**src/rtl/dp_pkg.sv**
```systemverilog
// Shared sizing for the dot-product operand bus (feeder and consumer).
// Latency: n/a (constants and elaboration-time helpers only).
// Backpressure: n/a.
package dp_pkg;

  localparam int PIXEL_N     = 785;
  localparam int PIXEL_SIZE  = 10;
  localparam int WEIGHT_SIZE = 19;
  localparam int PARALLEL    = 4;
  localparam int BUS_WIDTH   = 7;

  // Beats needed to carry one vector across all lanes (last beat may be partial).
  function automatic int BEATS_PER_VEC(input int pixel_n, input int parallel);
    return (pixel_n + parallel - 1) / parallel;
  endfunction

  // Buses needed to carry one vector (last bus may be partially filled).
  function automatic int BUSES_PER_VEC(input int beats, input int bus_width);
    return (beats + bus_width - 1) / bus_width;
  endfunction

endpackage

```
**src/rtl/dpf_pack_buf.sv**
```systemverilog
// Fill buffer: writes one beat per slot, zeroes tail lanes on a vector's last beat, flags completion.
// Latency: a completing beat is visible on pix_view/wgt_view combinationally in its own cycle.
// Backpressure: full stays set until clr; the owner must not write while full.
module dpf_pack_buf #(
  parameter int PARALLEL    = dp_pkg::PARALLEL,
  parameter int BUS_WIDTH   = dp_pkg::BUS_WIDTH,
  parameter int PIXEL_SIZE  = dp_pkg::PIXEL_SIZE,
  parameter int WEIGHT_SIZE = dp_pkg::WEIGHT_SIZE,
  parameter int TAIL_LANES  = dp_pkg::PIXEL_N % dp_pkg::PARALLEL
) (
  input  logic                                       clk,
  input  logic                                       rst_n,
  input  logic                                       wr,
  input  logic                                       last,
  input  logic [PARALLEL*PIXEL_SIZE-1:0]             in_pixel,
  input  logic [PARALLEL*WEIGHT_SIZE-1:0]            in_weight,
  input  logic                                       clr,
  output logic                                       full,
  output logic                                       done,
  output logic [BUS_WIDTH*PARALLEL*PIXEL_SIZE-1:0]   pix_view,
  output logic [BUS_WIDTH*PARALLEL*WEIGHT_SIZE-1:0]  wgt_view
);
  import dp_pkg::*;

  localparam int SW = (BUS_WIDTH > 1) ? $clog2(BUS_WIDTH + 1) : 1;

  logic [SW-1:0]                              slot;
  logic [BUS_WIDTH*PARALLEL*PIXEL_SIZE-1:0]   pix_buf;
  logic [BUS_WIDTH*PARALLEL*WEIGHT_SIZE-1:0]  wgt_buf;
  logic                                       completes;

  assign completes = wr && (last || (slot == SW'(BUS_WIDTH - 1)));
  assign done      = full || completes;

  // Buffer image with the current beat merged in, so a completing beat can swap out this cycle.
  always_comb begin
    pix_view = pix_buf;
    wgt_view = wgt_buf;
    if (wr) begin
      for (int j = 0; j < PARALLEL; j++) begin
        for (int w = 0; w < BUS_WIDTH; w++) begin
          if (slot == SW'(w)) begin
            if (last && (TAIL_LANES != 0) && (j >= TAIL_LANES)) begin
              pix_view[(j*BUS_WIDTH+w)*PIXEL_SIZE +: PIXEL_SIZE]   = '0;
              wgt_view[(j*BUS_WIDTH+w)*WEIGHT_SIZE +: WEIGHT_SIZE] = '0;
            end else begin
              pix_view[(j*BUS_WIDTH+w)*PIXEL_SIZE +: PIXEL_SIZE]   = in_pixel[j*PIXEL_SIZE +: PIXEL_SIZE];
              wgt_view[(j*BUS_WIDTH+w)*WEIGHT_SIZE +: WEIGHT_SIZE] = in_weight[j*WEIGHT_SIZE +: WEIGHT_SIZE];
            end
          end
        end
      end
    end
  end

  // Clear on swap takes priority; otherwise absorb the beat and latch completion.
  always_ff @(posedge clk or negedge rst_n) begin
    if (!rst_n) begin
      pix_buf <= '0;
      wgt_buf <= '0;
      slot    <= '0;
      full    <= 1'b0;
    end else if (clr) begin
      pix_buf <= '0;
      wgt_buf <= '0;
      slot    <= '0;
      full    <= 1'b0;
    end else if (wr) begin
      pix_buf <= pix_view;
      wgt_buf <= wgt_view;
      slot    <= slot + 1'b1;
      full    <= completes;
    end
  end

endmodule

```
**src/rtl/dp_operand_feeder.sv**
```systemverilog
// Packs pixel/weight beats into lane-major buses held for one BUS_WIDTH-cycle window (DPF_BUBBLE_CNT_EN adds bubble_count).
// Latency: a beat shows from the next phase 0; at most 2*BUS_WIDTH cycles from a bus's first beat.
// Backpressure: in_ready drops while the fill buffer is full, until the next phase wrap swaps it out.
module dp_operand_feeder #(
  parameter int PIXEL_N     = dp_pkg::PIXEL_N,
  parameter int PIXEL_SIZE  = dp_pkg::PIXEL_SIZE,
  parameter int WEIGHT_SIZE = dp_pkg::WEIGHT_SIZE,
  parameter int PARALLEL    = dp_pkg::PARALLEL,
  parameter int BUS_WIDTH   = dp_pkg::BUS_WIDTH
) (
  input  logic                                       clk,
  input  logic                                       GlobalReset,
  input  logic                                       in_valid,
  output logic                                       in_ready,
  input  logic [PARALLEL*PIXEL_SIZE-1:0]             in_pixel,
  input  logic [PARALLEL*WEIGHT_SIZE-1:0]            in_weight,
  output logic [BUS_WIDTH*PARALLEL*PIXEL_SIZE-1:0]   Pixels,
  output logic [BUS_WIDTH*PARALLEL*WEIGHT_SIZE-1:0]  Weights,
  output logic                                       bus_valid,
  output logic                                       vec_first,
  output logic                                       vec_last,
  output logic                                       vec_done,
  output logic [$clog2(BUS_WIDTH)-1:0]               phase
`ifdef DPF_BUBBLE_CNT_EN
  , output logic [15:0]                              bubble_count
`endif
);
  import dp_pkg::*;

  localparam int N_BEATS    = BEATS_PER_VEC(PIXEL_N, PARALLEL);
  localparam int N_BUSES    = BUSES_PER_VEC(N_BEATS, BUS_WIDTH);
  localparam int TAIL_LANES = PIXEL_N % PARALLEL;
  localparam int PW         = $clog2(BUS_WIDTH);
  localparam int BTW        = (N_BEATS > 1) ? $clog2(N_BEATS) : 1;
  localparam int BSW        = (N_BUSES > 1) ? $clog2(N_BUSES) : 1;

  logic [BTW-1:0]                             beat_cnt;
  logic [BSW-1:0]                             bus_cnt;
  logic                                       accept;
  logic                                       last_beat;
  logic                                       wrap;
  logic                                       emit;
  logic                                       buf_full;
  logic                                       buf_done;
  logic [BUS_WIDTH*PARALLEL*PIXEL_SIZE-1:0]   pix_view;
  logic [BUS_WIDTH*PARALLEL*WEIGHT_SIZE-1:0]  wgt_view;

  // Ready is gated by reset directly so it reads 0 while reset is held.
  assign in_ready  = GlobalReset && !buf_full;
  assign accept    = in_valid && in_ready;
  assign last_beat = (beat_cnt == BTW'(N_BEATS - 1));
  assign wrap      = (phase == PW'(BUS_WIDTH - 1));
  assign emit      = wrap && buf_done;
  assign vec_done  = wrap && vec_last && bus_valid;

  dpf_pack_buf #(
    .PARALLEL    (PARALLEL),
    .BUS_WIDTH   (BUS_WIDTH),
    .PIXEL_SIZE  (PIXEL_SIZE),
    .WEIGHT_SIZE (WEIGHT_SIZE),
    .TAIL_LANES  (TAIL_LANES)
  ) u_buf (
    .clk       (clk),
    .rst_n     (GlobalReset),
    .wr        (accept),
    .last      (last_beat),
    .in_pixel  (in_pixel),
    .in_weight (in_weight),
    .clr       (emit),
    .full      (buf_full),
    .done      (buf_done),
    .pix_view  (pix_view),
    .wgt_view  (wgt_view)
  );

  // Free-running slot index shared with the consumer.
  always_ff @(posedge clk or negedge GlobalReset) begin
    if (!GlobalReset)  phase <= '0;
    else if (wrap)     phase <= '0;
    else               phase <= phase + 1'b1;
  end

  // Beat position within the vector; bus index of the bus currently held in the fill buffer.
  always_ff @(posedge clk or negedge GlobalReset) begin
    if (!GlobalReset) begin
      beat_cnt <= '0;
      bus_cnt  <= '0;
    end else begin
      if (accept) beat_cnt <= last_beat ? '0 : beat_cnt + 1'b1;
      if (emit)   bus_cnt  <= (bus_cnt == BSW'(N_BUSES - 1)) ? '0 : bus_cnt + 1'b1;
    end
  end

  // Output registers change only on the phase wrap: a completed bus, or an all-zero bubble.
  always_ff @(posedge clk or negedge GlobalReset) begin
    if (!GlobalReset) begin
      Pixels    <= '0;
      Weights   <= '0;
      bus_valid <= 1'b0;
      vec_first <= 1'b0;
      vec_last  <= 1'b0;
    end else if (wrap) begin
      if (buf_done) begin
        Pixels    <= pix_view;
        Weights   <= wgt_view;
        bus_valid <= 1'b1;
        vec_first <= (bus_cnt == '0);
        vec_last  <= (bus_cnt == BSW'(N_BUSES - 1));
      end else begin
        Pixels    <= '0;
        Weights   <= '0;
        bus_valid <= 1'b0;
        vec_first <= 1'b0;
        vec_last  <= 1'b0;
      end
    end
  end

`ifdef DPF_BUBBLE_CNT_EN
  // Saturating count of wrap edges that emitted a bubble.
  always_ff @(posedge clk or negedge GlobalReset) begin
    if (!GlobalReset)                              bubble_count <= '0;
    else if (wrap && !buf_done && (bubble_count != 16'hFFFF)) bubble_count <= bubble_count + 1'b1;
  end
`endif

endmodule

```
**config.mk**
```make
export PLATFORM = sky130hd
export DESIGN_NAME = dp_operand_feeder
export DESIGN_NICKNAME = d
export VERILOG_FILES = /design/src/rtl/dp_pkg.sv /design/src/rtl/dpf_pack_buf.sv /design/src/rtl/dp_operand_feeder.sv
export SDC_FILE = /design/constraint.sdc
export NUM_CORES = 2
export LEC_CHECK = 0
export CORE_AREA = 2 2 370 372
export CTS_CLUSTER_SIZE = 40
export DETAILED_ROUTE_END_ITERATION = 7
export DIE_AREA = 0 0 372 374
export GPL_TIMING_DRIVEN = 0
export MAX_ROUTING_LAYER = met4
export PLACE_DENSITY = 0.69
export SKIP_CTS_REPAIR_TIMING = 1
export SLEW_MARGIN = 0
export SYNTH_ARGS = -nofsm -noshare
export SYNTH_HDL_FRONTEND = slang
export SYNTH_SLANG_ARGS = --single-unit
```
**constraint.sdc**
```tcl
create_clock -name clk -period 2.5 [get_ports clk]
set_input_delay 0.25 -clock clk [delete_from_list [all_inputs] [get_ports clk]]
set_output_delay 0.25 -clock clk [all_outputs]
set_load 0.02 [all_outputs]
```
==> impl_results.md <==
- Outcome: finished with violations
- Failing checks: negative hold slack, negative setup slack
- CP required: about 3.2 ns
- Seq. cell area: between 40,000 and 50,000 µm²
- Final-report setup violation count: 3
- Warnings from Yosys: 0
- Endpoint type of the worst setup path: flip-flop
- Lkg Pwr: approximately 38 nW
- P_int: 0.0544 W
- Fmax: 394 MHz
- Mapped Cells: roughly 5,400
- Top_reg_cell synth: dfrtp_1
- Power Dens Cells: a little under 1000 nW/µm²
- Num CTS Buffers: around 170
- Skew-Pair Late Insertion Delay: roughly 0.8 ns
- Startpoint types: flip-flop
- Multi-input gate area: around 18,000 µm²
- Fin. max-slew vios: 0
- Max clock buf depth: 3
- Grt ovf: 0
- Routed length per instance: roughly 27 µm
- Distinct cells, synth: 44
- Avg Vias per Cell: around 5.7
- RSZ-0062 raised after global routing: yes
- Reg2reg path depth: 10
- Rows: 135
- Layout cells sized above 1: about a tenth
- Width of the die: 372 µm
- Nets: ~6,700
- Register bit total from synthesis: 1,647
- H-tree levels: 4
- Post-synth EDFFs: 0
- WP data arrival: 3.24 ns
- Reg power frac: around 46%
- Gpl congestion: 0.895
- Die Height: approximately 370 µm
- Final Util: 59.0%
- Total GRT Usage: 32.6%
- CP max FO: 10
- Core area: 135,000 µm²
- Starting density of the core: a little under half
- Commonest non-fill, non-tap cell in the layout: dfrtp_1
- Global-route wire length before repair: around 320,000 µm
- Worst hold margin: -0.172 ns
- Pre-CTS WS: -2.97 ns
- Power share of the combinational group: between 20% and 30%
- Sw frac: between 30% and 40%
- Worst rel slew slack: between 20 and 30%
- Routed Antenna Nets: 0
- Fin crit share: 102%
- Power Total: a little under 0.08 W
- Clock sink count: approximately 1,600
- Vias in the first global route: 47,472
- Fraction of registers with async set/reset: between 90% and 100%
- Worst-margin pin slew: roughly 1.1 ns
- Clk slew on worst S/H paths: approximately 0.06 ns
- Drt drc: 0
- Initial antenna violation count: 16
- Netlist Area Pre-Place: 60,700 µm²
- Area grow syn2layout: 31.1%
- Synth Area per Inst: about 11 µm²
- Kind of critical path: reg -> reg
- First-pass DRT Iterations: 6
- Net switching power: between 0.02 and 0.025 W
- # fillers: 11,241
- Via count: slightly below 50,000
- Peak supply drop: between 600 and 700 µV
- Hold Crit Class: in -> async
- Most frequent cells in the layout: dfrtp_1 (1,645), clkdlybuf4s50_1 (933), nand2_1 (824), nor2_1 (823), a22oi_1 (592)
- Largest net degree at the start of global routing: approximately 190
- CTS root buf: clkbuf_16
- Initial DRC count: 5,301
- Dpl hpwl: around 160,000 µm
- Port bufs: 937
- Clock Power Share: roughly a third
- Total Routed Length: ~230,000 µm
- Max-Cap Viols: 0
- Clock period minus worst slack: around 2.5 ns
- Die area: 139,000 µm²
- Worst Skew: 0.0330 ns
- Ports: approximately 940
- Final hold vios: 305
- Syn_nets: approximately 5,600
- CTS tree: done
- Final Worst Setup Slack: -0.0378 ns
- Sequential area share after synthesis: about two thirds
## state kept, by name (all words and copies together), names as in the netlist
| name | count |
|---|---|
| u_buf.pix_buf | 280 |
| bus_cnt | 5 |
| Pixels | 280 |
| u_buf.wgt_buf | 532 |
| Weights | 532 |
| u_buf.slot | 3 |
| bus_valid | 1 |
| u_buf.full | 1 |
| beat_cnt | 8 |
| vec_first | 1 |
| phase | 3 |
| vec_last | 1 |
## metrics by stage
| stage | std cells | instance area [µm²] | hold WS (ns) | TNS (ns) |
|---|---|---|---|---|
| 3_5_place_dp | 8171 | 72700 | 0.261 | -4057.38 |
| 5_1_grt | 8514 | 79600 | -0.152 | -2.48 |
| 4_1_cts | 8460 | 78200 | -0.624 | -2555.43 |
| 6_report | 8516 | 79600 | -0.172 | -0.0448 |
| 2_1_floorplan | 5442 | 60700 | -0.0456 | 0 |
| 3_3_place_gp | 8160 | 72300 | 0.461 | - |
## synth_stat cells, types with 5 or more instances
cell type	count	area, µm²
dfrtp_1	1647	41200
nand2_1	830	3120
nor2_1	824	3090
a22oi_1	609	4570
o21ai_0	577	2890
clkbuf_1	267	1000
o21ai_1	241	1210
mux2i_1	204	2040
buf_2	104	521
buf_6	28	315
buf_1	22	82.6
inv_1	11	41.3
clkbuf_2	10	50.1
ha_1	9	113
a21oi_1	7	35.0
a211oi_2	6	75.1
nand3_1	5	25.0
## metal layers
layer | GRT usage (%) | up-vias | wire length (µm)
met3 | 10.1 | 521 | 22200
met4 | 16.9 | 0 | 13800
li1 | - | 20994 | -
met1 | 40.1 | 24633 | 87400
met2 | 48.4 | 2205 | 102000
met5 | - | - | 0
## worst paths after layout
kind	startpoint	to	slack, ns
worst min-delay path	GlobalReset	Weights[157]	-0.17
worst max register to register	beat_cnt[0]	Weights[272]	-0.04
worst max-delay path	beat_cnt[0]	Weights[272]	-0.04
max in group asynchronous	GlobalReset	phase[1]	0.48
min in group clk	in_valid	beat_cnt[2]	0.19
worst min register to register	Weights[335]	Weights[335]	0.47
## worst max-delay path, cell delays in order (launching register included)
cell      delay, ns
dfrtp_1        0.37
inv_1          0.08
ha_1           0.19
and3b_1        0.23
buf_6          0.19
a211oi_4       0.24
buf_4          0.20
buf_8          0.15
clkbuf_1       0.39
a22oi_1        0.18
o21ai_0        0.22
## logic make-up (layout without fill, tap and decap cells)
logic type               count (synthesis)  after routing  synth area share (%)
buffers and inverters                  442           1719                  3.31
other                                    0             16                     0
flip-flops                            1647           1647                  67.9
AND/OR/NAND/NOR                       1681           1681                  10.5
adder cells (fa/ha/maj)                  9              9                 0.185
XOR/XNOR                                 2              2                0.0288
AO/OA/AOI/OAI                         1454           1454                  14.7
multiplexers                           207            207                  3.42
## cell type report
cell class / instances / area share, %
Sequential cell: 1647 / 51.8
Buffer: 423 / 3.03
Clock inverter: 47 / 0.724
Antenna cell: 16 / 0.0503
Timing Repair Buffer: 996 / 13.1
Tap cell: 1781 / 2.80
Inverter: 11 / 0.0519
Multi-Input combinational cell: 3353 / 22.3
Clock buffer: 242 / 6.17
## power groups by stage
stage	Sequential [W]	Combinational, W	Clock, W
final	0.0359	0.0168	0.0251
after CTS	0.0358	0.0163	0.0253
after global placement	0.0364	0.0151	0
after floorplan	0.0367	0.00871	0
after global routing	0.0365	0.0185	0.0264
after detailed placement	0.0362	0.0162	0
(Power assumes the default switching activity.)
